## config.mk

```make
export PLATFORM = sky130hd
export DESIGN_NAME = alu_seq
export DESIGN_NICKNAME = d
export VERILOG_FILES = /design/src/rtl/alu_pkg.sv /design/src/rtl/alu_muldiv_iter.sv /design/src/rtl/alu_seq.sv
export SDC_FILE = /design/constraint.sdc
export NUM_CORES = 1
export LEC_CHECK = 0
export BUFFER_PORTS_ARGS = -buffer_cell sky130_fd_sc_hd__buf_2
export CORE_UTILIZATION = 45
export CTS_CLUSTER_SIZE = 14
export DETAILED_ROUTE_END_ITERATION = 8
export PLACE_DENSITY = 0.63
export SYNTH_ARGS = -nofsm -noshare
export SYNTH_HDL_FRONTEND = slang
export SYNTH_SLANG_ARGS = --single-unit
```

## constraint.sdc

```tcl
create_clock -name CLK_i -period 4.9 [get_ports CLK_i]
set_input_delay 0.245 -clock CLK_i [delete_from_list [all_inputs] [get_ports CLK_i]]
set_output_delay 0.245 -clock CLK_i [all_outputs]
set_load 0.1 [all_outputs]
```

## src/rtl/alu_pkg.sv

```systemverilog
// Shared definitions for the sequential ALU.
//   - op-code localparams for the base set (bit 4 = 0) and the M set (bit 4 = 1)
//   - FSM state encoding for the top level
//   - alu_base_result(): combinational result of the base operations, computed
//     on ALU_MAXW-bit containers so one function serves any WIDTH up to ALU_MAXW
package alu_pkg;

    localparam int unsigned ALU_MAXW = 64;

    // Base operations
    localparam logic [4:0] OP_AND    = 5'd0;
    localparam logic [4:0] OP_OR     = 5'd1;
    localparam logic [4:0] OP_ADD    = 5'd2;
    localparam logic [4:0] OP_EQ     = 5'd3;
    localparam logic [4:0] OP_SLL    = 5'd4;
    localparam logic [4:0] OP_SRL    = 5'd5;
    localparam logic [4:0] OP_SRA    = 5'd7;
    localparam logic [4:0] OP_XOR    = 5'd8;
    localparam logic [4:0] OP_NOR    = 5'd9;
    localparam logic [4:0] OP_SUB    = 5'd10;
    localparam logic [4:0] OP_SGE    = 5'd12;
    localparam logic [4:0] OP_SGEU   = 5'd13;
    localparam logic [4:0] OP_SLT    = 5'd14;
    localparam logic [4:0] OP_SLTU   = 5'd15;

    // M operations (iterative)
    localparam logic [4:0] OP_MUL    = 5'd16;
    localparam logic [4:0] OP_MULH   = 5'd17;
    localparam logic [4:0] OP_MULHSU = 5'd18;
    localparam logic [4:0] OP_MULHU  = 5'd19;
    localparam logic [4:0] OP_DIV    = 5'd20;
    localparam logic [4:0] OP_DIVU   = 5'd21;
    localparam logic [4:0] OP_REM    = 5'd22;
    localparam logic [4:0] OP_REMU   = 5'd23;

    typedef enum logic [1:0] {
        ST_IDLE,
        ST_BUSY,
        ST_DONE
    } alu_state_e;

    // a and b arrive zero-extended from w bits; signed views are rebuilt by
    // sign-extending from bit w-1. The result is masked back to w bits.
    function automatic logic [ALU_MAXW-1:0] alu_base_result(
        input logic [4:0]          op,
        input logic [ALU_MAXW-1:0] a,
        input logic [ALU_MAXW-1:0] b,
        input logic [5:0]          sh,
        input int unsigned         w
    );
        logic [ALU_MAXW-1:0] mask;
        logic [ALU_MAXW-1:0] sbit;
        logic [ALU_MAXW-1:0] a_s;
        logic [ALU_MAXW-1:0] b_s;
        logic [ALU_MAXW-1:0] r;
        logic                lt_s;
        mask = (w >= ALU_MAXW) ? '1 : ((ALU_MAXW'(1) << w) - ALU_MAXW'(1));
        sbit = ALU_MAXW'(1) << (w - 1);
        a_s  = ((a & sbit) != '0) ? (a | ~mask) : a;
        b_s  = ((b & sbit) != '0) ? (b | ~mask) : b;
        lt_s = $signed(a_s) < $signed(b_s);
        r    = '0;
        case (op)
            OP_AND:  r = a & b;
            OP_OR:   r = a | b;
            OP_ADD:  r = a + b;
            OP_EQ:   r = ALU_MAXW'(a == b);
            OP_SLL:  r = a << sh;
            OP_SRL:  r = a >> sh;
            OP_SRA:  r = ALU_MAXW'($signed(a_s) >>> sh);
            OP_XOR:  r = a ^ b;
            OP_NOR:  r = ~(a | b);
            OP_SUB:  r = a - b;
            OP_SGE:  r = ALU_MAXW'(!lt_s);
            OP_SGEU: r = ALU_MAXW'(a >= b);
            OP_SLT:  r = ALU_MAXW'(lt_s);
            OP_SLTU: r = ALU_MAXW'(a < b);
            default: r = '0;
        endcase
        return r & mask;
    endfunction

endpackage

```

## src/rtl/alu_muldiv_iter.sv

```systemverilog
// Iterative multiply / divide / remainder unit (RISC-V M semantics).
// One radix-2 step per cycle on operand magnitudes; signs are applied to the
// value produced by the final step, so result_o is valid in the done_o cycle.
//   clk_i    clock
//   rstn_i   synchronous active-low reset
//   start_i  load operands and begin (must only be pulsed while idle)
//   op_i     low three op bits: [2] = divide, [1:0] = variant
//   rs1_i    operand 1 / dividend
//   rs2_i    operand 2 / divisor
//   done_o   strobe: final step in this cycle, result_o valid
//   result_o sign-corrected result
module alu_muldiv_iter #(
    parameter int unsigned WIDTH = 32
) (
    input  logic             clk_i,
    input  logic             rstn_i,
    input  logic             start_i,
    input  logic [2:0]       op_i,
    input  logic [WIDTH-1:0] rs1_i,
    input  logic [WIDTH-1:0] rs2_i,
    output logic             done_o,
    output logic [WIDTH-1:0] result_o
);

    localparam int unsigned CW = $clog2(WIDTH);

    logic             busy_q;
    logic [CW-1:0]    cnt_q;
    logic [2:0]       op_q;
    logic [WIDTH-1:0] acc_q;    // high product half / partial remainder
    logic [WIDTH-1:0] quo_q;    // low product half (multiplier) / dividend-quotient
    logic [WIDTH-1:0] opb_q;    // multiplicand / divisor magnitude
    logic             negq_q;   // negate product or quotient
    logic             negr_q;   // negate remainder (dividend sign)
    logic             div0_q;
    logic [WIDTH-1:0] rs1_q;

    logic             a_signed, b_signed, a_neg, b_neg;
    logic [WIDTH-1:0] a_mag, b_mag;
    logic [WIDTH:0]   mul_sum;
    logic [WIDTH:0]   div_r;
    logic [WIDTH+1:0] div_diff;
    logic [WIDTH-1:0] acc_d, quo_d;
    logic [2*WIDTH-1:0] prod_s;
    logic [WIDTH-1:0] quo_s, rem_s;

    // Signedness: MUL/MULH s*s, MULHSU s*u, MULHU u*u; DIV/REM signed, DIVU/REMU unsigned
    always_comb begin
        a_signed = op_i[2] ? !op_i[0] : (op_i[1:0] != 2'd3);
        b_signed = op_i[2] ? !op_i[0] : !op_i[1];
        a_neg    = a_signed & rs1_i[WIDTH-1];
        b_neg    = b_signed & rs2_i[WIDTH-1];
        a_mag    = a_neg ? -rs1_i : rs1_i;
        b_mag    = b_neg ? -rs2_i : rs2_i;
    end

    always_comb begin
        mul_sum  = {1'b0, acc_q} + (quo_q[0] ? {1'b0, opb_q} : '0);
        div_r    = {acc_q, quo_q[WIDTH-1]};
        div_diff = {1'b0, div_r} - {2'b00, opb_q};
        if (op_q[2]) begin
            // restoring divide: keep the difference only when it did not borrow
            if (!div_diff[WIDTH+1]) begin
                acc_d = WIDTH'(div_diff);
                quo_d = {quo_q[WIDTH-2:0], 1'b1};
            end else begin
                acc_d = WIDTH'(div_r);
                quo_d = {quo_q[WIDTH-2:0], 1'b0};
            end
        end else begin
            acc_d = mul_sum[WIDTH:1];
            quo_d = {mul_sum[0], quo_q[WIDTH-1:1]};
        end
    end

    always_comb begin
        prod_s = negq_q ? -{acc_d, quo_d} : {acc_d, quo_d};
        quo_s  = negq_q ? -quo_d : quo_d;
        rem_s  = negr_q ? -acc_d : acc_d;
        if (op_q[2]) begin
            if (div0_q) result_o = op_q[1] ? rs1_q : '1;
            else        result_o = op_q[1] ? rem_s : quo_s;
        end else begin
            result_o = (op_q[1:0] == 2'd0) ? prod_s[WIDTH-1:0] : prod_s[2*WIDTH-1:WIDTH];
        end
        done_o = busy_q && (cnt_q == '0);
    end

    always_ff @(posedge clk_i) begin
        if (!rstn_i) begin
            busy_q <= 1'b0;
            cnt_q  <= '0;
            op_q   <= '0;
            acc_q  <= '0;
            quo_q  <= '0;
            opb_q  <= '0;
            negq_q <= 1'b0;
            negr_q <= 1'b0;
            div0_q <= 1'b0;
            rs1_q  <= '0;
        end else if (start_i) begin
            busy_q <= 1'b1;
            cnt_q  <= CW'(WIDTH - 1);
            op_q   <= op_i;
            acc_q  <= '0;
            quo_q  <= a_mag;
            opb_q  <= b_mag;
            negq_q <= a_neg ^ b_neg;
            negr_q <= a_neg;
            div0_q <= op_i[2] && (rs2_i == '0);
            rs1_q  <= rs1_i;
        end else if (busy_q) begin
            acc_q <= acc_d;
            quo_q <= quo_d;
            cnt_q <= cnt_q - 1'b1;
            if (cnt_q == '0) busy_q <= 1'b0;
        end
    end

endmodule

```

## src/rtl/alu_seq.sv

```systemverilog
// Sequential ALU with valid/ready handshake and registered result.
// Base ops complete one cycle after accept; M ops (codes 16-23) run through
// alu_muldiv_iter and complete WIDTH+1 cycles after accept.
//   CLK_i        clock
//   RSTN_i       synchronous active-low reset
//   ALU_OP_i     operation code
//   ALU_RS1_i    operand 1
//   ALU_RS2_i    operand 2
//   IN_VALID_i   request valid
//   IN_READY_o   ready to accept (IDLE only)
//   ALU_RD_o     registered result
//   ALU_ZR_o     result is zero
//   OUT_VALID_o  result valid (DONE)
//   OUT_READY_i  consumer takes result
//   BUSY_o       iterative op in progress
module alu_seq
    import alu_pkg::*;
#(
    parameter int unsigned WIDTH = 32,
    parameter int unsigned SHW   = $clog2(WIDTH)
) (
    input  logic             CLK_i,
    input  logic             RSTN_i,
    input  logic [4:0]       ALU_OP_i,
    input  logic [WIDTH-1:0] ALU_RS1_i,
    input  logic [WIDTH-1:0] ALU_RS2_i,
    input  logic             IN_VALID_i,
    output logic             IN_READY_o,
    output logic [WIDTH-1:0] ALU_RD_o,
    output logic             ALU_ZR_o,
    output logic             OUT_VALID_o,
    input  logic             OUT_READY_i,
    output logic             BUSY_o
);

    alu_state_e          state_q;
    logic [WIDTH-1:0]    rd_q;
    logic                zr_q;

    logic                accept;
    logic                is_md;
    logic                md_start;
    logic                md_done;
    logic [WIDTH-1:0]    md_res;
    logic [ALU_MAXW-1:0] base_full;
    logic [WIDTH-1:0]    base_res;

    always_comb begin
        accept    = IN_VALID_i && (state_q == ST_IDLE);
        is_md     = ALU_OP_i[4] && !ALU_OP_i[3];
        md_start  = accept && is_md;
        base_full = alu_base_result(ALU_OP_i, ALU_MAXW'(ALU_RS1_i), ALU_MAXW'(ALU_RS2_i),
                                    6'(ALU_RS2_i[SHW-1:0]), WIDTH);
        // codes 24-31 share the base-op path and yield zero
        base_res  = ALU_OP_i[4] ? '0 : WIDTH'(base_full);
    end

    alu_muldiv_iter #(.WIDTH(WIDTH)) u_muldiv (
        .clk_i    (CLK_i),
        .rstn_i   (RSTN_i),
        .start_i  (md_start),
        .op_i     (ALU_OP_i[2:0]),
        .rs1_i    (ALU_RS1_i),
        .rs2_i    (ALU_RS2_i),
        .done_o   (md_done),
        .result_o (md_res)
    );

    always_ff @(posedge CLK_i) begin
        if (!RSTN_i) begin
            state_q <= ST_IDLE;
            rd_q    <= '0;
            zr_q    <= 1'b1;
        end else begin
            case (state_q)
                ST_IDLE: begin
                    if (accept) begin
                        if (is_md) begin
                            state_q <= ST_BUSY;
                        end else begin
                            rd_q    <= base_res;
                            zr_q    <= (base_res == '0);
                            state_q <= ST_DONE;
                        end
                    end
                end
                ST_BUSY: begin
                    if (md_done) begin
                        rd_q    <= md_res;
                        zr_q    <= (md_res == '0);
                        state_q <= ST_DONE;
                    end
                end
                ST_DONE: begin
                    if (OUT_READY_i) state_q <= ST_IDLE;
                end
                default: state_q <= ST_IDLE;
            endcase
        end
    end

    assign IN_READY_o  = (state_q == ST_IDLE);
    assign OUT_VALID_o = (state_q == ST_DONE);
    assign BUSY_o      = (state_q == ST_BUSY);
    assign ALU_RD_o    = rd_q;
    assign ALU_ZR_o    = zr_q;

endmodule

```

==> run summary <==
For the sequential area share after synthesis, the log shows 13.5%. 109 I/O pins were placed. The total overflow left after global routing is 0. The length of the first detailed-routing pass in iterations is 8, and the minimum clock period after layout is 5050 ps. The detailed router finished its first iteration with 3,972 violations. At the end of routability-driven placement, the weighted congestion stood at 1.11. The area of the mapped netlist was 26,000 µm². The longest clock path from root to sink contains 2 buffers.

The post-detailed-route via-to-cell ratio was 6.56. The path type of the worst setup path is register to register. The signal on the critical path passes through inv_2 > ha_4 > a21o_1 > a211oi_1 > o31a_1 > or2_4 > o31ai_2 > or4_4 > inv_4 > ha_4 > o211ai_1 > or3_4 > o21ai_1 > buf_4 > xor2_2 > a221o_1 > or4bb_1 > nor4_2 > buf_4 > nand4_1 > o21ai_1.

The chip height is 242 µm. The final layout contains routed wiring with a total length of 137 mm. When the netlist entered floorplanning its net count stood at 3,956.

The synthesis-stage register bit count is 175. The width of the die is 242 µm. In the synthesized netlist the async set-or-reset flop fraction comes to 0%. The total CTS buffers was 17. The number of placed instances, taps included, is 5,000. During synthesis, Yosys emitted a total of 0 warnings. For the starting utilization of the core area, the log shows 45.9%.

For the critical path data required time, the log shows 5320 ps. Clock latency on the worst-skew pair, taken at its later pin, is 480 ps. The library cell contributing the largest single delay on the critical path is sky130_fd_sc_hd__or3_4.

For the wire length of the first global-routing pass, the log shows 201 mm. The die covers 58,800 µm². After layout, the worst path uses 103% of the clock period.

The fraction of power spent switching nets is 46.4%, and the post-synthesis instance total is 3,712. Max-slew violation count: 0. After synthesis, the largest area contributor takes up 13.5% of total cell area.

In the post-synthesis netlist, the biggest area contributors are sky130_fd_sc_hd__dfxtp_1, sky130_fd_sc_hd__ha_1, sky130_fd_sc_hd__nor2_1, sky130_fd_sc_hd__a21oi_1, sky130_fd_sc_hd__nand2_1. Along the worst path, the maximum fanout reaches 8. Clock skew on the completed layout was measured at 12.6 ps. The run gives 106 as the pin count of the biggest net entering global routing. The via count came out at 33,300. STA classifies the critical path startpoint as a register. The remaining number of nets flagged by the antenna check after routing was 0.

The dominant register cell in the synthesized netlist is sky130_fd_sc_hd__dfxtp_1. The tools report the highest ir drop seen on vdd as 225 µV. The H-tree was split into 4 levels. The number of hold buffers added after cts was 0.

The routed wirelength normalized by instance count was 27.1 µm; the relative slew slack was 18.4%. The transition time of the tightest slew-check pin is 1220 ps. sky130_fd_sc_hd__nor2_1 is the most common cell in the netlist. At the end of the flow the core is filled with cells to 59.7%. The non-filler instance count after layout was 5,077; the initial antenna violation count was 15. The number of sinks handled by clock tree synthesis was 175; the number of port buffers was 108. After synthesis, the most frequently instantiated cells are sky130_fd_sc_hd__nor2_1, sky130_fd_sc_hd__nand2_1, sky130_fd_sc_hd__a21oi_1. The run gives -458 ps as the setup TNS.

Combinational logic is responsible for 59.1% of the overall power. For this design the static power due to leakage is 14.1 nW. Setup repair after global routing could not meet its margin everywhere.

The area growth from synthesis to layout is 30.1%. The placed instances occupy a cell area of 31,800 µm². The highest clock rate is 198 MHz.

The power per cell area was 217 nW/µm². The reported net switching power is 3.41 mW. The worst setup path is captured at a register. After clock tree synthesis, the clock-pin slew on the worst setup and hold paths is 80 ps. For the clock share of power, the log shows 19.5%. The data arrival time at the worst-slack endpoint was 5470 ps. The number of placement rows was 87.

The remaining routing DRC violations was 0; the average footprint of a synthesized cell was 7.01 µm². The tool flagged a number of max-cap violations equal to 0. The net count of the finished layout is 4,539. The count of final hold-check violations came out at 0. Post-route cell area: 33,900 µm².

The tools report the cell-internal power as 3.94 mW. For this run, the slowest stage of the critical path takes 480 ps. The overall fraction of global-route tracks in use is 45.2%, and the core box area is 56,700 µm². Once detailed placement completed, the half-perimeter wirelength came to 108 mm. The smallest setup slack after layout is -149 ps, and the share of final-layout standard cells stronger than drive strength 1 is 27.2%. In this run, flip-flops and latches consume 21.5% of the power. Yosys mapped the design onto 104 distinct sky130hd cell types. The worst min-delay path category was input pin to register. Number of enable flip-flop cells after synthesis: 0. TritonCTS built the clock tree. The synthesized design spends more area on one cell type than any other, namely sky130_fd_sc_hd__dfxtp_1. The flow ran to the end, but the final reports show violations. The master cell of the clock root buffer is sky130_fd_sc_hd__clkbuf_16.

The final reports fail on negative setup slack. The tools report the via count of the first global-routing pass as 31,600. Setup violations remaining at the end of the flow were counted as 6.
metrics by stage:
stage | setup slack (ps) | hold slack (ps) | power (mW)
final | -149 | 107 | 7.35
after global routing | -363 | 117 | 7.62
after CTS | -43.0 | 92.3 | 6.98
after detailed placement | -490 | 442 | 5.45
after global placement | -455 | 438 | 5.44
after floorplan | 35.8 | 381 | 3.78
flip-flops by register name (all words and copies together) (netlist names):
register / count
u_muldiv.negr_q: 1
ALU_RD_o: 32
u_muldiv.quo_q: 32
u_muldiv.div0_q: 1
u_muldiv.acc_q: 32
ALU_ZR_o: 1
u_muldiv.opb_q: 32
u_muldiv.busy_q: 1
u_muldiv.rs1_q: 32
u_muldiv.cnt_q: 5
state_q: 2
u_muldiv.op_q: 3
u_muldiv.negq_q: 1
cells by family (layout without fill, tap and decap cells):
kind of cell	Yosys count	in the layout	synth area share, %
muxes	171	171	9.51
adders and majority gates	171	171	8.34
other	0	13	0
AOI/OAI and AO/OA	1256	1256	32.6
buffers and inverters	451	1047	6.80
and+or+nand+nor	1327	1327	23.9
xor gates and xnor gates	161	161	5.42
DFF	175	175	13.5
power by group through the flow:
stage          sequential (mW)  combinational [mW]  clock (mW)
2_1_floorplan             1.73                2.05           0
3_3_place_gp              1.60                3.84           0
3_5_place_dp              1.60                3.84           0
4_1_cts                   1.57                3.97        1.43
5_1_grt                   1.58                4.55        1.49
6_report                  1.58                4.34        1.43
placed cells by master (no fill, tap or decap), types with 36 or more instances in the layout:
cell | Yosys | final
sky130_fd_sc_hd__nand4_1 | 44 | 44
sky130_fd_sc_hd__and2_1 | 58 | 57
sky130_fd_sc_hd__buf_2 | 35 | 107
sky130_fd_sc_hd__o211ai_1 | 57 | 57
sky130_fd_sc_hd__mux4_2 | 60 | 60
sky130_fd_sc_hd__nand3_1 | 72 | 69
sky130_fd_sc_hd__a21oi_1 | 334 | 320
sky130_fd_sc_hd__inv_1 | 160 | 156
sky130_fd_sc_hd__mux2i_1 | 101 | 101
sky130_fd_sc_hd__a211oi_1 | 127 | 115
sky130_fd_sc_hd__nor2_1 | 454 | 448
sky130_fd_sc_hd__dfxtp_1 | 175 | 164
sky130_fd_sc_hd__ha_1 | 167 | 151
sky130_fd_sc_hd__xor2_1 | 41 | 38
sky130_fd_sc_hd__nand2_1 | 375 | 373
sky130_fd_sc_hd__o21ai_0 | 220 | 203
sky130_fd_sc_hd__a31oi_1 | 49 | 44
sky130_fd_sc_hd__a21o_1 | 37 | 36
sky130_fd_sc_hd__xnor2_1 | 120 | 117
sky130_fd_sc_hd__nor3_1 | 96 | 89
sky130_fd_sc_hd__buf_4 | 3 | 719
layout make-up:
cell class / count / area, µm²
Timing Repair Buffer: 850 / 6290
Tap cell: 756 / 946
Multi-Input combinational cell: 3086 / 21900
Clock inverter: 13 / 144
Inverter: 165 / 624
Antenna cell: 13 / 32.5
Clock buffer: 19 / 443
Sequential cell: 175 / 3520
Fill cell: 5523 / 22900
critical path: cells and delay by family, from the launching register on:
kind                     cells  cell delay [ps]
adder cells (fa/ha/maj)      2              380
flip-flops                   1              340
AO/OA/AOI/OAI                8             1670
AND/OR/NAND/NOR              6             1930
buffers and inverters        4              480
XOR/XNOR                     1              160
timing repair:
item                                    CTS  global route
setup buffers                            16            19
pin swaps                                37            50
endpoints found under the setup margin   21            24
resized for setup                        78           152
layer usage:
layer | share of wire [%] | GRT usage [%] | wire (µm) | vias up
met5 | 0 | 0 | 0 | -
met4 | 10 | 38.7 | 14200 | 0
met3 | 9.9 | 9.62 | 13600 | 678
met2 | 43 | 71.2 | 59700 | 2202
met1 | 36 | 52.4 | 49900 | 15400
li1 | - | - | - | 15000
worst paths after layout:
check                                  startpoint                              to  slack [ps]  depth (start not counted)
setup / recovery  u_muldiv.opb_q[30]$_SDFFE_PN0P_           ALU_ZR_o$_SDFFE_PN1P_        -150                         21
hold / removal                       ALU_RS1_i[4]  u_muldiv.rs1_q[4]$_SDFFE_PN0P_         110                          3
setup reg to reg  u_muldiv.opb_q[30]$_SDFFE_PN0P_           ALU_ZR_o$_SDFFE_PN1P_        -150                         21
hold reg to reg         ALU_RD_o[20]$_SDFFE_PN0P_       ALU_RD_o[20]$_SDFFE_PN0P_         450                          2
Note: power is estimated with default switching activity, not from simulation.
